File: config.mk
export PLATFORM = sky130hd
export DESIGN_NAME = usb_reg_responder
export DESIGN_NICKNAME = d
export VERILOG_FILES = /design/src/rtl/usb_reg_responder_pkg.sv /design/src/rtl/usb_reg_responder.sv
export SDC_FILE = /design/constraint.sdc
export NUM_CORES = 1
export LEC_CHECK = 0
export CORE_MARGIN = 2
export CORE_UTILIZATION = 45
export DETAILED_ROUTE_END_ITERATION = 10
export PLACE_DENSITY = 0.82
export SYNTH_ARGS = -nofsm -noshare
export SYNTH_HDL_FRONTEND = slang
export SYNTH_SLANG_ARGS = --single-unit
File: constraint.sdc
create_clock -name usb_clk -period 4.6 [get_ports usb_clk]
set_input_delay 0.92 -clock usb_clk [delete_from_list [all_inputs] [get_ports usb_clk]]
set_output_delay 0.92 -clock usb_clk [all_outputs]
set_load 0.01 [all_outputs]
File: src/rtl/usb_reg_responder_pkg.sv
// Shared definitions for the USB register bus responder: state encodings
// and the address field split between register address and byte index.
package usb_reg_responder_pkg;

    typedef enum logic [2:0] {
        ST_SYNC     = 3'd0,
        ST_IDLE     = 3'd1,
        ST_WR_WAIT  = 3'd2,
        ST_RD_HOLD  = 3'd3,
        ST_ERR_WAIT = 3'd4
    } usb_state_e;

    localparam int USB_ADDR_WIDTH   = 21;
    localparam int USB_BYTECNT_SIZE = 7;
    localparam int USB_TXN_WIDTH    = 16;
    localparam logic [7:0] USB_ERR_MAX = 8'hFF;

endpackage

File: src/rtl/usb_reg_responder.sv
// Target-side responder for the SAM3U parallel register bus: turns each
// chip-select cycle into one read or write strobe and counts traffic/errors.
module usb_reg_responder
    import usb_reg_responder_pkg::*;
#(
    parameter int pADDR_WIDTH   = USB_ADDR_WIDTH,
    parameter int pBYTECNT_SIZE = USB_BYTECNT_SIZE,
    parameter int pTXN_WIDTH    = USB_TXN_WIDTH
) (
    input  logic                                 usb_clk,
    input  logic                                 rst,
    input  logic [pADDR_WIDTH-1:0]               usb_addr,
    input  logic [7:0]                           usb_din,
    input  logic                                 usb_rdn,
    input  logic                                 usb_wrn,
    input  logic                                 usb_cen,
    output logic [7:0]                           usb_dout,
    output logic                                 usb_isout,
    output logic [pADDR_WIDTH-pBYTECNT_SIZE-1:0] reg_address,
    output logic [pBYTECNT_SIZE-1:0]             reg_bytecnt,
    output logic [7:0]                           reg_datao,
    input  logic [7:0]                           reg_datai,
    output logic                                 reg_write,
    output logic                                 reg_read,
    output logic                                 reg_addrvalid,
    output logic [pTXN_WIDTH-1:0]                txn_count,
    output logic [7:0]                           err_count
);

    localparam int RA_W = pADDR_WIDTH - pBYTECNT_SIZE;

    usb_state_e                 state_q, state_d;
    logic [RA_W-1:0]            addr_q, addr_d;
    logic [pBYTECNT_SIZE-1:0]   bcnt_q, bcnt_d;
    logic [7:0]                 datao_q, datao_d;
    logic [7:0]                 dout_q, dout_d;
    logic                       isout_q, isout_d;
    logic                       wr_q, wr_d;
    logic                       rd_q, rd_d;
    logic [pTXN_WIDTH-1:0]      txn_q, txn_d;
    logic [7:0]                 err_q, err_d;

    always_comb begin
        state_d = state_q;
        addr_d  = addr_q;
        bcnt_d  = bcnt_q;
        datao_d = datao_q;
        dout_d  = dout_q;
        isout_d = isout_q;
        wr_d    = 1'b0;
        rd_d    = 1'b0;
        txn_d   = txn_q;
        err_d   = err_q;

        case (state_q)
            // A chip select already low at reset release is not a transaction.
            ST_SYNC: begin
                addr_d = usb_addr[pADDR_WIDTH-1:pBYTECNT_SIZE];
                bcnt_d = usb_addr[pBYTECNT_SIZE-1:0];
                if (usb_cen) state_d = ST_IDLE;
            end
            ST_IDLE: begin
                addr_d = usb_addr[pADDR_WIDTH-1:pBYTECNT_SIZE];
                bcnt_d = usb_addr[pBYTECNT_SIZE-1:0];
                if (!usb_cen) begin
                    if (!usb_wrn && usb_rdn) begin
                        datao_d = usb_din;
                        wr_d    = 1'b1;
                        txn_d   = txn_q + pTXN_WIDTH'(1);
                        state_d = ST_WR_WAIT;
                    end else if (!usb_rdn && usb_wrn) begin
                        // reg_datai is decoded from the address registered last cycle.
                        dout_d  = reg_datai;
                        isout_d = 1'b1;
                        rd_d    = 1'b1;
                        txn_d   = txn_q + pTXN_WIDTH'(1);
                        state_d = ST_RD_HOLD;
                    end else begin
                        if (err_q != USB_ERR_MAX) err_d = err_q + 8'd1;
                        state_d = ST_ERR_WAIT;
                    end
                end
            end
            ST_WR_WAIT, ST_ERR_WAIT: begin
                if (usb_cen) state_d = ST_IDLE;
            end
            ST_RD_HOLD: begin
                if (usb_rdn && usb_cen) begin
                    isout_d = 1'b0;
                    state_d = ST_IDLE;
                end
            end
            default: state_d = ST_SYNC;
        endcase
    end

    always_ff @(posedge usb_clk) begin
        if (rst) begin
            state_q <= ST_SYNC;
            addr_q  <= '0;
            bcnt_q  <= '0;
            datao_q <= '0;
            dout_q  <= '0;
            isout_q <= 1'b0;
            wr_q    <= 1'b0;
            rd_q    <= 1'b0;
            txn_q   <= '0;
            err_q   <= '0;
        end else begin
            state_q <= state_d;
            addr_q  <= addr_d;
            bcnt_q  <= bcnt_d;
            datao_q <= datao_d;
            dout_q  <= dout_d;
            isout_q <= isout_d;
            wr_q    <= wr_d;
            rd_q    <= rd_d;
            txn_q   <= txn_d;
            err_q   <= err_d;
        end
    end

    assign usb_dout      = dout_q;
    assign usb_isout     = isout_q;
    assign reg_address   = addr_q;
    assign reg_bytecnt   = bcnt_q;
    assign reg_datao     = datao_q;
    assign reg_write     = wr_q;
    assign reg_read      = rd_q;
    assign reg_addrvalid = (state_q == ST_WR_WAIT) || (state_q == ST_RD_HOLD) ||
                           (state_q == ST_ERR_WAIT);
    assign txn_count     = txn_q;
    assign err_count     = err_q;

endmodule

==> metrics.md <==
| Metric | Value |
|---|---|
| Outcome | `complete, no violations` |
| Setup crit start kind | `input pin` |
| Core area | `approximately 6000 sq um` |
| GR Overflow Total | `0` |
| Critical Path Sink Type | `register` |
| Synth top area share | `0.491` |
| Peak VDD IR | `between 200 and 250 uV` |
| Synth Instances | `324` |
| Post-DP HPWL | `4.91 mm` |
| Max FO, Critical Path | `7` |
| Total track usage | `0.210` |
| Fillers | `around 510` |
| Hold Crit Class | `reg2reg` |
| Gpl congestion | `0.773` |
| Max_cap viols | `0` |
| Worst-Margin Slew | `805 ps` |
| Hold Crit Start | `usb_isout` |
| Distinct cell type count after synthesis | `37` |
| Synth top cells by count | `dfxtp_1 (67), nand2_1 (60), a21oi_1 (42), nor2_1 (30), nand3_1 (17)` |
| Critical Path Slowest Stage Cell | `or4_1` |
| Vias in the first global route | `2477` |
| Period utilization | `0.690` |
| CTS tree | `built` |
| Pins Over Slew Limit | `0` |
| Total CTS buffers | `9` |
| Port Buf Inserts | `106` |
| RSZ-0062 raised after global routing | `false` |
| Synth area leader | `dfxtp_1` |
| Register area share after synthesis | `0.491` |
| Dominant synthesized flop cell | `dfxtp_1` |
| First-pass GRT wire length | `10.9 mm` |
| Most area-consuming cells after synthesis | `dfxtp_1 (49%), nand2_1 (8.2%), a21oi_1 (7.7%), nor2_1 (4.1%), mux2i_1 (3.3%)` |
| Clk Latency, worst-skew pair | `330 ps` |
| Drt drc | `0` |
| Relative slew slack | `0.463` |
| Die width | `81.9 um` |
| Final min period | `~3200 ps` |
| Pre-CTS WS | `between 1000 and 1500 ps` |
| Clock transition at the registers of the reported paths | `70 ps` |
| Post-layout nets | `between 400 and 500` |
| Most frequent cell after synthesis | `dfxtp_1` |
| Std cell rows | `28` |
| Vert. Die Dim | `81.9 um` |
| WL/cell | `about 14 um` |
| Final Hold Fails | `0` |
| Syn-to-layout area delta | `46.6%` |
| CTS H-tree depth | `3` |
| Starting density of the core | `0.464` |
| Flop2flop setup slack | `2340 ps` |
| Setup_tns | `0 ps` |
| Yosys Warn Count | `0` |
| Die area | `approximately 6700 sq um` |
| Worst r2r dst | `txn_count[11]` |
| Number of flops mapped to enable cells by yosys | `0` |
| Share of cells above drive strength 1 | `0.0512` |
| 1st-pass router iterations | `4` |
| Clock Skews | `a little over 9 ps` |
| Max clock buf depth | `2` |
| Reg2Reg Depth | `4` |
| Root Buffer | `clkbuf_8` |
| CP required | `slightly below 5000 ps` |
| Largest net degree at the start of global routing | `46` |
| Synthesized area | `2730 sq um` |
| Crit-path cells | `clkdlybuf4s50_1 > inv_1 > ha_1 > nand4b_1 > or4_1 > or3_1 > a21oi_1` |
| Antenna-violating nets left | `0` |
| Leak | `1.52 nW` |
| Async S/R FF share, synth | `0` |
| Post-CTS sizing | `0` |
| Syn_nets | `371` |
| IO Pins | `107` |
| Detailed router's first-iteration violation count | `86` |
| Crit path DAT | `approximately 3400 ps` |
| Setup Fix Bufs, Post-CTS | `0` |
| Setup ws final | `approximately 1400 ps` |
| Setup violators final | `0` |
| Crit Path Class | `in2reg` |
| DR vias | `roughly 2600` |
| Antenna violations before repair | `0` |
| Vias per cell | `5.18` |
| Worst Setup SP | `usb_rdn` |
| Syn_area_per_cell | `between 8 and 9 sq um` |
| Sink Count | `67` |
| Final WL | `roughly 6.9 mm` |
| Worst path max stage delay | `660 ps` |
| Maximum clock frequency | `approximately 0.32 GHz` |
| Worst r2r src | `state_q[2]` |
| Hold path depth | `2` |
| Power Density | `295 nW/um^2` |
| Hold Path Sink | `usb_isout` |
| Hold buffer count at CTS | `0` |
| Ant. Diodes | `0` |
| Synth Register Bits | `67` |
==> per-stage QoR <==
stage | hold WS (ps) | power (mW) | utilization | std cells | instance area [sq um]
finish | 444 | 1.18 | 0.680 | 505 | 4000
global route | 464 | 1.23 | 0.680 | 505 | 4000
CTS | 450 | 1.20 | 0.680 | 505 | 4000
detailed placement | 441 | 0.752 | 0.650 | 490 | 3820
global placement | 434 | 0.748 | 0.650 | 490 | 3820
floorplan | 465 | 0.673 | - | 324 | 2730
==> kinds of logic after synthesis <==
group	count (synthesis)	synth area share
AO/OA/AOI/OAI	58	0.115
XOR/XNOR	12	0.0385
buffers and inverters	27	0.0435
multiplexers	9	0.0330
adder cells (fa/ha/maj)	5	0.0229
flip-flops	67	0.491
AND/OR/NAND/NOR	146	0.256
==> power breakdown <==
part / total (mW) / leakage (nW) / switching (mW) / internal [mW]
combinational: 0.131 / 0.880 / 0.0570 / 0.0737
sequential: 0.608 / 0.546 / 0.0107 / 0.597
clock: 0.442 / 0.0953 / 0.207 / 0.235
total: 1.18 / 1.52 / 0.274 / 0.906
==> worst max-delay path: cells and delay by family <==
kind	cells	cell delay [ps]
buffers and inverters	2	610
AO/OA/AOI/OAI	1	140
AND/OR/NAND/NOR	3	1360
adder cells (fa/ha/maj)	1	400
==> area by class of cell <==
cell class,instances,area (sq um),share of cell area
well taps,75,93.8,0.0234
inverters,9,33.8,0.00844
multi-input cells,230,1280,0.319
clock inverters,2,10.0,0.00250
repair buffers,109,1080,0.269
flip-flops and latches,67,1340,0.335
clock buffers,13,169,0.0422
==> worst max path at each step <==
stage	to	slack, ps	cells after the start
final	txn_count[11]	1430	7
after global routing	txn_count[15]	1310	7
after CTS	txn_count[15]	1440	7
after detailed placement	txn_count[13]	1080	7
after global placement	txn_count[15]	1150	7
after floorplan	txn_count[11]	1830	7
==> sequential cells by signal, summed over array words and instances, names as in the netlist <==
register     count
reg_datao        8
reg_read         1
state_q          3
usb_dout         8
txn_count       16
reg_write        1
usb_isout        1
reg_address     14
err_count        8
reg_bytecnt      7
==> metal layers <==
metal	part of all wire	vias up	GRT usage
met5	0	-	0
met4	0.0096	0	0.0800
met3	0.094	8	0.0868
met2	0.48	96	0.363
met1	0.42	1203	0.230
li1	-	1311	-
==> layout by cell type (no fill, tap or decap), drive strengths merged, types with 4 or more instances in the layout <==
| master | n |
|---|---|
| clkbuf | 13 |
| a21oi | 42 |
| clkdlybuf4s50 | 105 |
| inv | 9 |
| nand4 | 5 |
| nand3 | 17 |
| nor2 | 30 |
| or3 | 6 |
| xor2 | 7 |
| dfxtp | 67 |
| buf | 4 |
| xnor2 | 5 |
| o21ai | 10 |
| mux2i | 9 |
| nand2 | 60 |
| ha | 5 |
Note: power is estimated with default switching activity, not from simulation.
